File: src/rtl/seqdet_pkg.sv
// Shared types and constants for the run-length sequence detector.
package seqdet_pkg;

    // Encoded FSM state; value is exported on the debug port.
    typedef enum logic [1:0] {
        S_IDLE = 2'b00,
        S_RUN0 = 2'b01,
        S_RUN1 = 2'b10
    } seq_state_e;

    // Run-time polarity selection.
    localparam logic [1:0] MODE_ANY  = 2'b00;
    localparam logic [1:0] MODE_ZERO = 2'b01;
    localparam logic [1:0] MODE_ONE  = 2'b10;
    localparam logic [1:0] MODE_OFF  = 2'b11;

    // True when a run of the given polarity qualifies under mode.
    function automatic logic mode_allows(input logic [1:0] mode, input logic pol_one);
        if (pol_one) begin
            return (mode == MODE_ANY) || (mode == MODE_ONE);
        end
        return (mode == MODE_ANY) || (mode == MODE_ZERO);
    endfunction

endpackage

File: src/rtl/sat_counter.sv
// Saturating up-counter with synchronous reset and a restart-at-one clear.
// clear alone loads 0; clear together with inc loads 1 (a fresh count).
module sat_counter #(
    parameter int unsigned WIDTH = 4,
    parameter int unsigned MAX   = 15
) (
    input  logic             clk,
    input  logic             rst,
    input  logic             clear,
    input  logic             inc,
    output logic [WIDTH-1:0] q,
    output logic             at_max
);

    logic [WIDTH-1:0] q_q;
    logic [WIDTH-1:0] q_d;

    // Saturation flag decoded from the register.
    always_comb begin
        at_max = (q_q == WIDTH'(MAX));
    end

    // Next count: restart, hold at the ceiling, or step by one.
    always_comb begin
        q_d = q_q;
        if (clear) begin
            q_d = inc ? WIDTH'(1) : '0;
        end else if (inc && !at_max) begin
            q_d = q_q + WIDTH'(1);
        end
    end

    // Count register with synchronous reset.
    always_ff @(posedge clk) begin
        if (rst) begin
            q_q <= '0;
        end else begin
            q_q <= q_d;
        end
    end

    assign q = q_q;

endmodule

File: src/rtl/seq_run_detector.sv
// Moore detector for runs of RUN_LEN or more equal samples on w.
// Optional hit counter is built only when SEQDET_HITCNT_EN is defined;
// otherwise hit_count is tied to zero. Valid for HIT_W up to 32.
module seq_run_detector
    import seqdet_pkg::*;
#(
    parameter  int unsigned RUN_LEN = 4,
    parameter  int unsigned HIT_W   = 8,
    localparam int unsigned CNT_W   = $clog2(RUN_LEN + 1)
) (
    input  logic             Clock,
    input  logic             Reset,
    input  logic             en,
    input  logic             w,
    input  logic [1:0]       mode,
    output logic             z,
    output logic             z_zero,
    output logic             z_one,
    output logic [CNT_W-1:0] run_cnt,
    output seq_state_e       state_q,
    output logic [HIT_W-1:0] hit_count
);

    seq_state_e state_d;
    logic       run_clear;
    logic       run_inc;
    logic       run_at_max;

    // State register; reset dominates the sample strobe.
    always_ff @(posedge Clock) begin
        if (Reset) begin
            state_q <= S_IDLE;
        end else begin
            state_q <= state_d;
        end
    end

    // Next state and run-counter control; nothing moves without en.
    always_comb begin
        state_d   = state_q;
        run_clear = 1'b0;
        run_inc   = 1'b0;
        if (en) begin
            unique case (state_q)
                S_IDLE: begin
                    state_d   = w ? S_RUN1 : S_RUN0;
                    run_clear = 1'b1;
                    run_inc   = 1'b1;
                end
                S_RUN0: begin
                    run_inc = 1'b1;
                    if (w) begin
                        state_d   = S_RUN1;
                        run_clear = 1'b1;
                    end
                end
                S_RUN1: begin
                    run_inc = 1'b1;
                    if (!w) begin
                        state_d   = S_RUN0;
                        run_clear = 1'b1;
                    end
                end
                default: begin
                    state_d   = S_IDLE;
                    run_clear = 1'b1;
                end
            endcase
        end
    end

    // Length of the current run, pinned at RUN_LEN.
    sat_counter #(
        .WIDTH (CNT_W),
        .MAX   (RUN_LEN)
    ) u_run_cnt (
        .clk    (Clock),
        .rst    (Reset),
        .clear  (run_clear),
        .inc    (run_inc),
        .q      (run_cnt),
        .at_max (run_at_max)
    );

    // Moore output decode; mode only gates the combined flag.
    always_comb begin
        z_zero = (state_q == S_RUN0) && run_at_max;
        z_one  = (state_q == S_RUN1) && run_at_max;
        z      = (z_zero && mode_allows(mode, 1'b0)) ||
                 (z_one  && mode_allows(mode, 1'b1));
    end

`ifdef SEQDET_HITCNT_EN
    localparam int unsigned HIT_MAX = (HIT_W >= 32) ? 32'hFFFF_FFFF
                                                    : ((32'd1 << HIT_W) - 32'd1);

    logic hit_inc;
    logic hit_at_max;

    // Count a run once, on the sample that first brings it to RUN_LEN.
    always_comb begin
        hit_inc = 1'b0;
        if (en && !hit_at_max && (run_cnt == CNT_W'(RUN_LEN - 1))) begin
            hit_inc = ((state_q == S_RUN0) && !w && mode_allows(mode, 1'b0)) ||
                      ((state_q == S_RUN1) &&  w && mode_allows(mode, 1'b1));
        end
    end

    // Number of qualified runs since reset, saturating.
    sat_counter #(
        .WIDTH (HIT_W),
        .MAX   (HIT_MAX)
    ) u_hit_cnt (
        .clk    (Clock),
        .rst    (Reset),
        .clear  (1'b0),
        .inc    (hit_inc),
        .q      (hit_count),
        .at_max (hit_at_max)
    );
`else
    assign hit_count = '0;
`endif

endmodule

File: config.mk
export PLATFORM = sky130hd
export DESIGN_NAME = seq_run_detector
export DESIGN_NICKNAME = d
export VERILOG_FILES = /design/src/rtl/seqdet_pkg.sv /design/src/rtl/sat_counter.sv /design/src/rtl/seq_run_detector.sv
export SDC_FILE = /design/constraint.sdc
export NUM_CORES = 1
export LEC_CHECK = 0
export ABC_CLOCK_PERIOD_IN_PS = 2300
export CAP_MARGIN = 40
export CELL_PAD_IN_SITES_DETAIL_PLACEMENT = 1
export CELL_PAD_IN_SITES_GLOBAL_PLACEMENT = 2
export CORE_UTILIZATION = 24
export CTS_CLUSTER_DIAMETER = 50
export CTS_CLUSTER_SIZE = 30
export DETAILED_ROUTE_END_ITERATION = 7
export PLACE_DENSITY = 0.89
export SLEW_MARGIN = 25
export SYNTH_ARGS = -nofsm -noshare
export SYNTH_HDL_FRONTEND = slang
export SYNTH_SLANG_ARGS = --single-unit
File: constraint.sdc
create_clock -name Clock -period 2.3 [get_ports Clock]
set_input_delay 0.23 -clock Clock [delete_from_list [all_inputs] [get_ports Clock]]
set_output_delay 0.23 -clock Clock [all_outputs]
set_load 0.02 [all_outputs]
* After elaboration in Yosys (flattened, before gate mapping)
Cells that the tools add are included.
** Word-level totals
- Bits in registers :: 5
- Output and inout bits :: 16
- Input bits :: 6
** Operators by class
- Eq/ne operators :: 7
- $add $sub $neg :: 1
- Mux-type cells :: 13
- Reductions and logical operators :: 14
** Operators with widths (number)
- $mux 1 :: 6
- $mux 2 :: 3
- $mux 3 :: 2
- $pmux 2 s3 :: 1
- $logic_and 1x1->1 :: 5
- $eq 2x1->1 const B :: 2
- $eq 2x2->1 const B :: 2
- $logic_not 2->1 :: 2
- $ne 2x2->1 const B :: 2
- $add 3x1->3 const B :: 1
- $eq 3x3->1 const B :: 1
- $logic_or 1x1->1 :: 3
- $reduce_and 3->1 :: 1
- $reduce_or 3->1 :: 1
- $pmux 1 s2 :: 1
- $reduce_bool 2->1 :: 1
- $logic_not 1->1 :: 1

* Depth between registers and ports, before layout
Gate-level depths: netlist of the first run.
- Depth after elaboration :: 7
- Mapped depth :: 5

* Hierarchy
Synthesis of the first run repeated with hierarchy kept, for this count alone.
** Second synthesis, totals
- Cell total of the unflattened synthesis :: 55
- Area total of the unflattened synthesis :: 455.4 µm²
** Modules (own cells, without submodules)
- seq_run_detector :: seq. area each 40.0 µm², area each 280.3 µm², instances 1, cells an instance 35
- sat_counter :: seq. area each 60.1 µm², area each 175.2 µm², instances 1, cells an instance 20

* Worst setup path after synthesis of the first run
OpenSTA, ideal clock, no wires.
- Kind :: register -> register
- From :: register state_q[0]
- To :: register u_run_cnt.q_q[1], in the netlist u_run_cnt.q[1]
- Data required time :: 2205 ps
- Period minus slack after synthesis :: 1525 ps
- Slack :: 775 ps
- Arrival :: 1430 ps
- Setup time :: 95 ps
- Cell stages (with the launch flop) :: 6
- Path buffers :: 0
- Cells stage by stage :: dfxtp_1 -> inv_1 -> ha_1 -> mux2i_1 -> nand2_1 -> a221oi_1
** On the way
- Longest elaborated chain between the ends :: 6
- Elaborated cells between the ends (all ways) :: 11
- Those cells by class :: eq/ne: 2; mux: 5; reduce/logical: 4
** RTL lines
- start: declaration :: line seq_run_detector.sv:20 : output seq_state_e state_q,
- start signal: assignment :: line seq_run_detector.sv:34 : state_q <= state_d;
- $eq 2x1->1 (tied with other cells) :: line seq_run_detector.sv:44 : unique case (state_q)
- $reduce_or 3->1 (no source line)
- $mux 1 :: line seq_run_detector.sv:44
- $mux 1 :: line seq_run_detector.sv:43 : if (en) begin
- $logic_and 1x1->1 :: line sat_counter.sv:28 : end else if (inc && !at_max) begin
- $reduce_bool 2->1 (no source line)
- end signal: assignment :: line sat_counter.sv:38 : q_q <= q_d;
- end: declaration :: line sat_counter.sv:15 : logic [WIDTH-1:0] q_q;
Parallel ways exist; a longest one is shown, timed or not.
A chain may end at the register's enable or synchronous reset.

* Worst setup path after layout of the first run
- From :: register state_q[0]
- To :: output port z
** On the way
- Longest elaborated chain between the ends :: 4
- Elaborated cells between the ends (all ways) :: 7
- Those cells by class :: eq/ne: 2; reduce/logical: 5
** RTL lines
- $eq 2x1->1 / $eq 2x2->1 (equally long branches) :: line seq_run_detector.sv:87, seq_run_detector.sv:88
- $logic_and 1x1->1 (on tied branches) :: line seq_run_detector.sv:87, seq_run_detector.sv:88
- $logic_and 1x1->1 (on tied branches) :: line seq_run_detector.sv:89, seq_run_detector.sv:90
- $logic_or 1x1->1 (*) :: line seq_run_detector.sv:89 : z = (z_zero && mode_allows(mode, 1'b0)) ||
- end: declaration :: line seq_run_detector.sv:16 : output logic z,
Mark *: on every way between the ends. The rest lies on a longest branch, timed or not.

==> results of run 1 <==
-- cell usage after synthesis (all sizes together), types with 2 or more instances --
master	instances	share of area
buf	9	0.14
ha	6	0.15
dfxtp	5	0.20
inv	5	0.037
nand2b	4	0.064
a21oi	3	0.037
nor2b	3	0.037
a21o	2	0.030
a221oi	2	0.047
and3	2	0.025
mux2i	2	0.039
nand2	2	0.015
or3	2	0.025
-- registers in the layout, summed over array words and instances (netlist names) --
name and flops:
state_q 2, u_run_cnt.q 3
-- metrics by stage --
stage / hold slack (ps) / instances / power (W) / setup WS, ps
after floorplan: 296 / 65 / 0.000200 / 775
after global placement: 553 / 96 / 0.000228 / 534
after detailed placement: 559 / 96 / 0.000232 / 498
after CTS: 566 / 100 / 0.000338 / 230
after global routing: 613 / 100 / 0.000357 / 106
final: 556 / 100 / 0.000330 / 263
-- routing by layer --
metal	part of all wire	vias up	track usage
met2	0.50	15	0.192
li1	-	222	-
met5	0	-	0
met3	0.047	2	0.0226
met1	0.44	225	0.125
met4	0.016	0	0.117
-- path summary, 6_finish.rpt --
path,end,slack [ps],depth (start not counted)
min,u_run_cnt.q[2],560,2
max,z,260,5
min reg2reg,u_run_cnt.q[2],560,2
max reg2reg,state_q[1],640,5
-- cells by family after synthesis --
group           Yosys count  synth area share
fa+ha+maj                 6             0.148
simple gates             16             0.204
other cells               1           0.00738
compound gates           14             0.227
buf+inv                  14             0.177
flops                     5             0.197
mux                       2            0.0394
-- worst max-delay path: stages, from the launching register on --
cell,delay (ps)
dfxtp_1,350
inv_1,150
ha_1,240
nand2b_1,80
a21oi_1,120
clkdlybuf4s50_1,620
-- layout make-up --
type                       count  area [sq um]  share of cell area
multi-input combinational     46           344               0.527
timing repair buffer          13           130               0.199
sequential                     5           100               0.153
tap                           27          33.8              0.0517
clock buffer                   4          26.3              0.0402
inverter                       5          18.8              0.0287
-- power by group --
part | switching, W | total, W | internal (W)
clock | 0.0000346 | 0.000100 | 0.0000655
combinational | 0.0000721 | 0.000124 | 0.0000521
sequential | 0.0000115 | 0.000106 | 0.0000946
==> results.py, run 1 <==
metrics = {
    "floorplanning": {
        "die_height_microns": 48.0,
        "die_area_sq_um": 2300,
        "coreArea_sq_um": 1980,
        "rows": 16,
        "die_width_microns": 48.0,
        "start_util": 0.256,
        "io_pins": 22,
    },
    "route": {
        "dr.pass1.iters": 2,
        "drcViolationCount": 0,
        "postRouteAntennaNets": 0,
        "viasPerCell": 4.64,
        "vias": 464,
        "wirelength_microns": 1170,
        "wl_per_cell_microns": 11.7,
        "drt-initial-drc-count": 1,
    },
    "timing": {
        "max_freq_mhz": 491,
        "drv_slew": 0,
        "period_needed_ps": 2040,
        "finalHoldViolCount": 0,
        "setup-tns-final_ps": 0,
        "timing.final.crit_share": 0.885,
        "rsz0062_at_grt": "false",
        "fin_skew_ps": 1.15,
        "finalSetupViolations": 0,
    },
    "clock_tree": {
        "clkTransAtPathRegs_ps": 40,
        "htree_levels": 1,
        "clockBufferDepth": 2,
        "ctsHoldBuffers": 0,
        "cts_setup_buffers": 0,
        "cts_tree": "built",
        "post_cts_resize_count": 0,
        "cts_buffers": 3,
        "root_buffer": "clkbuf_4",
        "clock_sinks": 5,
        "clock_latency_ps": 240,
    },
    "setup_path": {
        "path_class": "register to output port",
        "crit_arrival_ps": 1810,
        "startpoint_type": "register",
        "timing.rr.start": "state_q[0]",
        "required_ps": 2070,
        "cp-end-kind": "output port",
        "crit_fanout": 6,
        "crit_start": "state_q[0]",
    },
    "flow_run": {
        "cap_viol_max_count": 0,
    },
    "final_layout": {
        "final_common_cell": "clkdlybuf4s50_1",
        "fin_util": 0.330,
        "area_growth_pct": 28.6,
        "n_antenna_cell": 0,
        "nets": 86,
        "n_fill_cell": 241,
        "stdcell_area_sq_um": 653,
        "drive_gt1_frac": 0.0822,
        "layout_common_cells": "clkdlybuf4s50_1 (13), conb_1 (8), ha_1 (6)",
    },
    "logic_synthesis": {
        "ys_warn_count": 0,
        "ys_dominant_reg_cell": "dfxtp_1",
        "synthArstFlopShare": 0,
        "seq_area_frac_synth": 0.197,
        "synth_edf_count": 0,
        "synthCells": 58,
        "syn_avg_cell_area_sq_um": 8.76,
        "synth.distinct_cells": 28,
        "synth_area_sq_um": 508,
        "ys_ff_latch": 5,
    },
    "global_route": {
        "grt_util_all_layers": 0.118,
        "grt_pass1_vias": 412,
        "gr-total-overflow": 0,
        "antenna_found_initial": 0,
        "grt_max_degree": 10,
        "grt_first_pass_wirelength_microns": 1730,
    },
    "pwr": {
        "p_leak_nw": 0.265,
        "vdd_ir_drop_max_v": 0.000193,
        "cellPowerDensity_nw_per_um2": 506,
    },
    "min_path": {
        "hold_path_class": "register to register",
        "hold_path.startpoint": "u_run_cnt.q[2]",
    },
    "placed_design": {
        "dpl-instance-area_sq_um": 627,
        "gp_congestion": 0.676,
        "portBuffers": 13,
        "dp_hpwl_microns": 957,
    },
    "outcome": {
        "outcome": "complete, no violations",
    },
}
(Power assumes the default switching activity.)
==> run 2, diff against run 1 <==
- ABC_CLOCK_PERIOD_IN_PS: 2300 -> 2000
- CORE_UTILIZATION: 24 -> 22
- CTS_CLUSTER_DIAMETER: 50 -> not set
- PLACE_DENSITY: 0.89 -> 0.83
- clock period: 2.3 -> 2 ns (I/O delays scaled with it)
==> results.py, run 2 (same netlist as run 1, synthesis figures left out) <==
metrics = {
    "global_route": {
        "grt_max_degree": 9,
        "grt_util_all_layers": 0.111,
        "grt_first_pass_wirelength_microns": 1980,
        "gr-total-overflow": 0,
        "antenna_found_initial": 0,
        "grt_pass1_vias": 451,
    },
    "min_path": {
        "holdPathStages": 2,
        "hold_path_class": "register to register",
        "hold_end": "u_run_cnt.q[2]",
        "hold_path.startpoint": "u_run_cnt.q[2]",
    },
    "timing": {
        "max_freq_mhz": 521,
        "period_needed_ps": 1920,
        "finalHoldViolCount": 0,
        "timing.final.crit_share": 0.960,
        "rsz0062_at_grt": "false",
        "fin_skew_ps": 8.58,
        "drv_slew": 0,
        "setup-tns-final_ps": 0,
        "finalSetupViolations": 0,
    },
    "final_layout": {
        "final_cell_count_no_fill": 102,
        "drive_gt1_frac": 0.135,
        "layout_common_cells": "clkdlybuf4s50_1 (12), conb_1 (8), ha_1 (6)",
        "area_growth_pct": 30.8,
        "n_antenna_cell": 0,
        "final_common_cell": "clkdlybuf4s50_1",
        "nets": 87,
        "largest_reg_flops": 3,
    },
    "pwr": {
        "p_int_w": 0.000244,
        "combPwrFrac": 0.374,
        "vdd_ir_drop_max_v": 0.000185,
        "clockPowerShare": 0.303,
        "switching_power_w": 0.000140,
        "p_leak_nw": 0.278,
        "seqPwrFrac": 0.322,
        "cellPowerDensity_nw_per_um2": 577,
        "p_sw_frac": 0.364,
    },
    "route": {
        "wl_per_cell_microns": 11.9,
        "drcViolationCount": 0,
        "vias": 455,
        "drt-initial-drc-count": 3,
        "postRouteAntennaNets": 0,
        "viasPerCell": 4.46,
        "dr.pass1.iters": 2,
        "wirelength_microns": 1210,
    },
    "setup_path": {
        "slowest_delay_ps": 530,
        "rrSetupSlack_ps": 440,
        "timing.rr.end": "state_q[1]",
        "r2r_cells": 5,
        "required_ps": 1800,
        "cp-end-kind": "output port",
        "crit_chain": "inv_1 > ha_1 > and3_1 > clkdlybuf4s50_1",
        "path_class": "register to output port",
        "timing.rr.start": "state_q[0]",
        "crit_fanout": 6,
        "startpoint_type": "register",
        "crit_arrival_ps": 1720,
        "slowest_stage": "clkdlybuf4s50_1",
    },
    "placed_design": {
        "portBuffers": 13,
        "dp_hpwl_microns": 969,
        "gp_congestion": 0.648,
        "dp.cells": 98,
    },
    "floorplanning": {
        "die_height_microns": 50.1,
        "die_width_microns": 50.1,
        "coreArea_sq_um": 2190,
        "start_util": 0.232,
        "die_area_sq_um": 2510,
        "rows": 17,
        "io_pins": 22,
    },
    "clock_tree": {
        "clock_latency_ps": 240,
        "cts_setup_buffers": 0,
        "htree_levels": 1,
        "clockBufferDepth": 2,
        "clock_sinks": 5,
        "clkTransAtPathRegs_ps": 50,
        "root_buffer": "clkbuf_4",
        "cts_tree": "built",
        "cts_buffers": 3,
        "ctsHoldBuffers": 0,
    },
    "flow_run": {
        "cap_viol_max_count": 0,
    },
    "outcome": {
        "outcome": "complete, no violations",
    },
}
run 2: cell types whose count changed in the layout (fill, tap and decap cells not counted):
cell | previous run | this run
clkbuf_1 | 1 | 0
dfxtp_1 | 5 | 3
clkdlybuf4s50_1 | 13 | 12
dlygate4sd2_1 | 0 | 1
buf_4 | 0 | 1
clkinv_2 | 0 | 1
dfxtp_2 | 0 | 2
run 2: metrics by stage:
step           worst slack [ps]  total power [W]  hold slack (ps)   util  cell area [sq um]
2_1_floorplan               475         0.000230              266      -                534
5_1_grt                    7.10         0.000416              618  0.303                664
4_1_cts                    35.6         0.000390              594  0.303                663
6_report                   80.9         0.000383              578  0.303                664
3_3_place_gp                263         0.000264              555  0.290                636
3_5_place_dp                248         0.000267              586  0.290                636
run 2: area by class of cell:
cell class	count	area, sq um
clock inverter	1	5.00
clock buffer	3	22.5
fill	257	1530
multi-input combinational	46	344
sequential	5	103
timing repair buffer	14	136
tap	28	35.0
inverter	5	18.8
run 2: layer usage:
metal	up-vias	part of all wire	GRT usage
met4	0	0.030	0.100
met5	-	0	0
met3	2	0.044	0.0185
met1	216	0.44	0.121
met2	14	0.49	0.180
li1	223	-	-
run 2: how the worst max path moves through the flow:
stage,startpoint,end,cells after the start
2_1_floorplan,state_q[0],u_run_cnt.q[1],5
3_3_place_gp,state_q[0],z,5
3_5_place_dp,state_q[1],z,4
4_1_cts,state_q[0],z_one,4
5_1_grt,u_run_cnt.q[0],z_one,4
6_report,u_run_cnt.q[0],z_one,4
run 2: power by group through the flow:
stage / sequential, W / combinational, W / clock, W
after floorplan: 0.000132 / 0.0000984 / 0
after global placement: 0.000123 / 0.000140 / 0
after detailed placement: 0.000124 / 0.000143 / 0
after CTS: 0.000123 / 0.000144 / 0.000122
after global routing: 0.000126 / 0.000159 / 0.000130
final: 0.000124 / 0.000144 / 0.000116
run 2: repair_timing:
action                                  4_1_cts  5_1_grt
gates resized for setup                       2        1
pin swaps                                     0        0
endpoints found under the setup margin        1        1
run 2: worst max-delay path, delay by kind of cell, from the launching register on:
family	cells	cell delay [ps]
buffers and inverters	2	610
adder cells (fa/ha/maj)	1	260
AND/OR/NAND/NOR	1	200
flip-flops	1	410
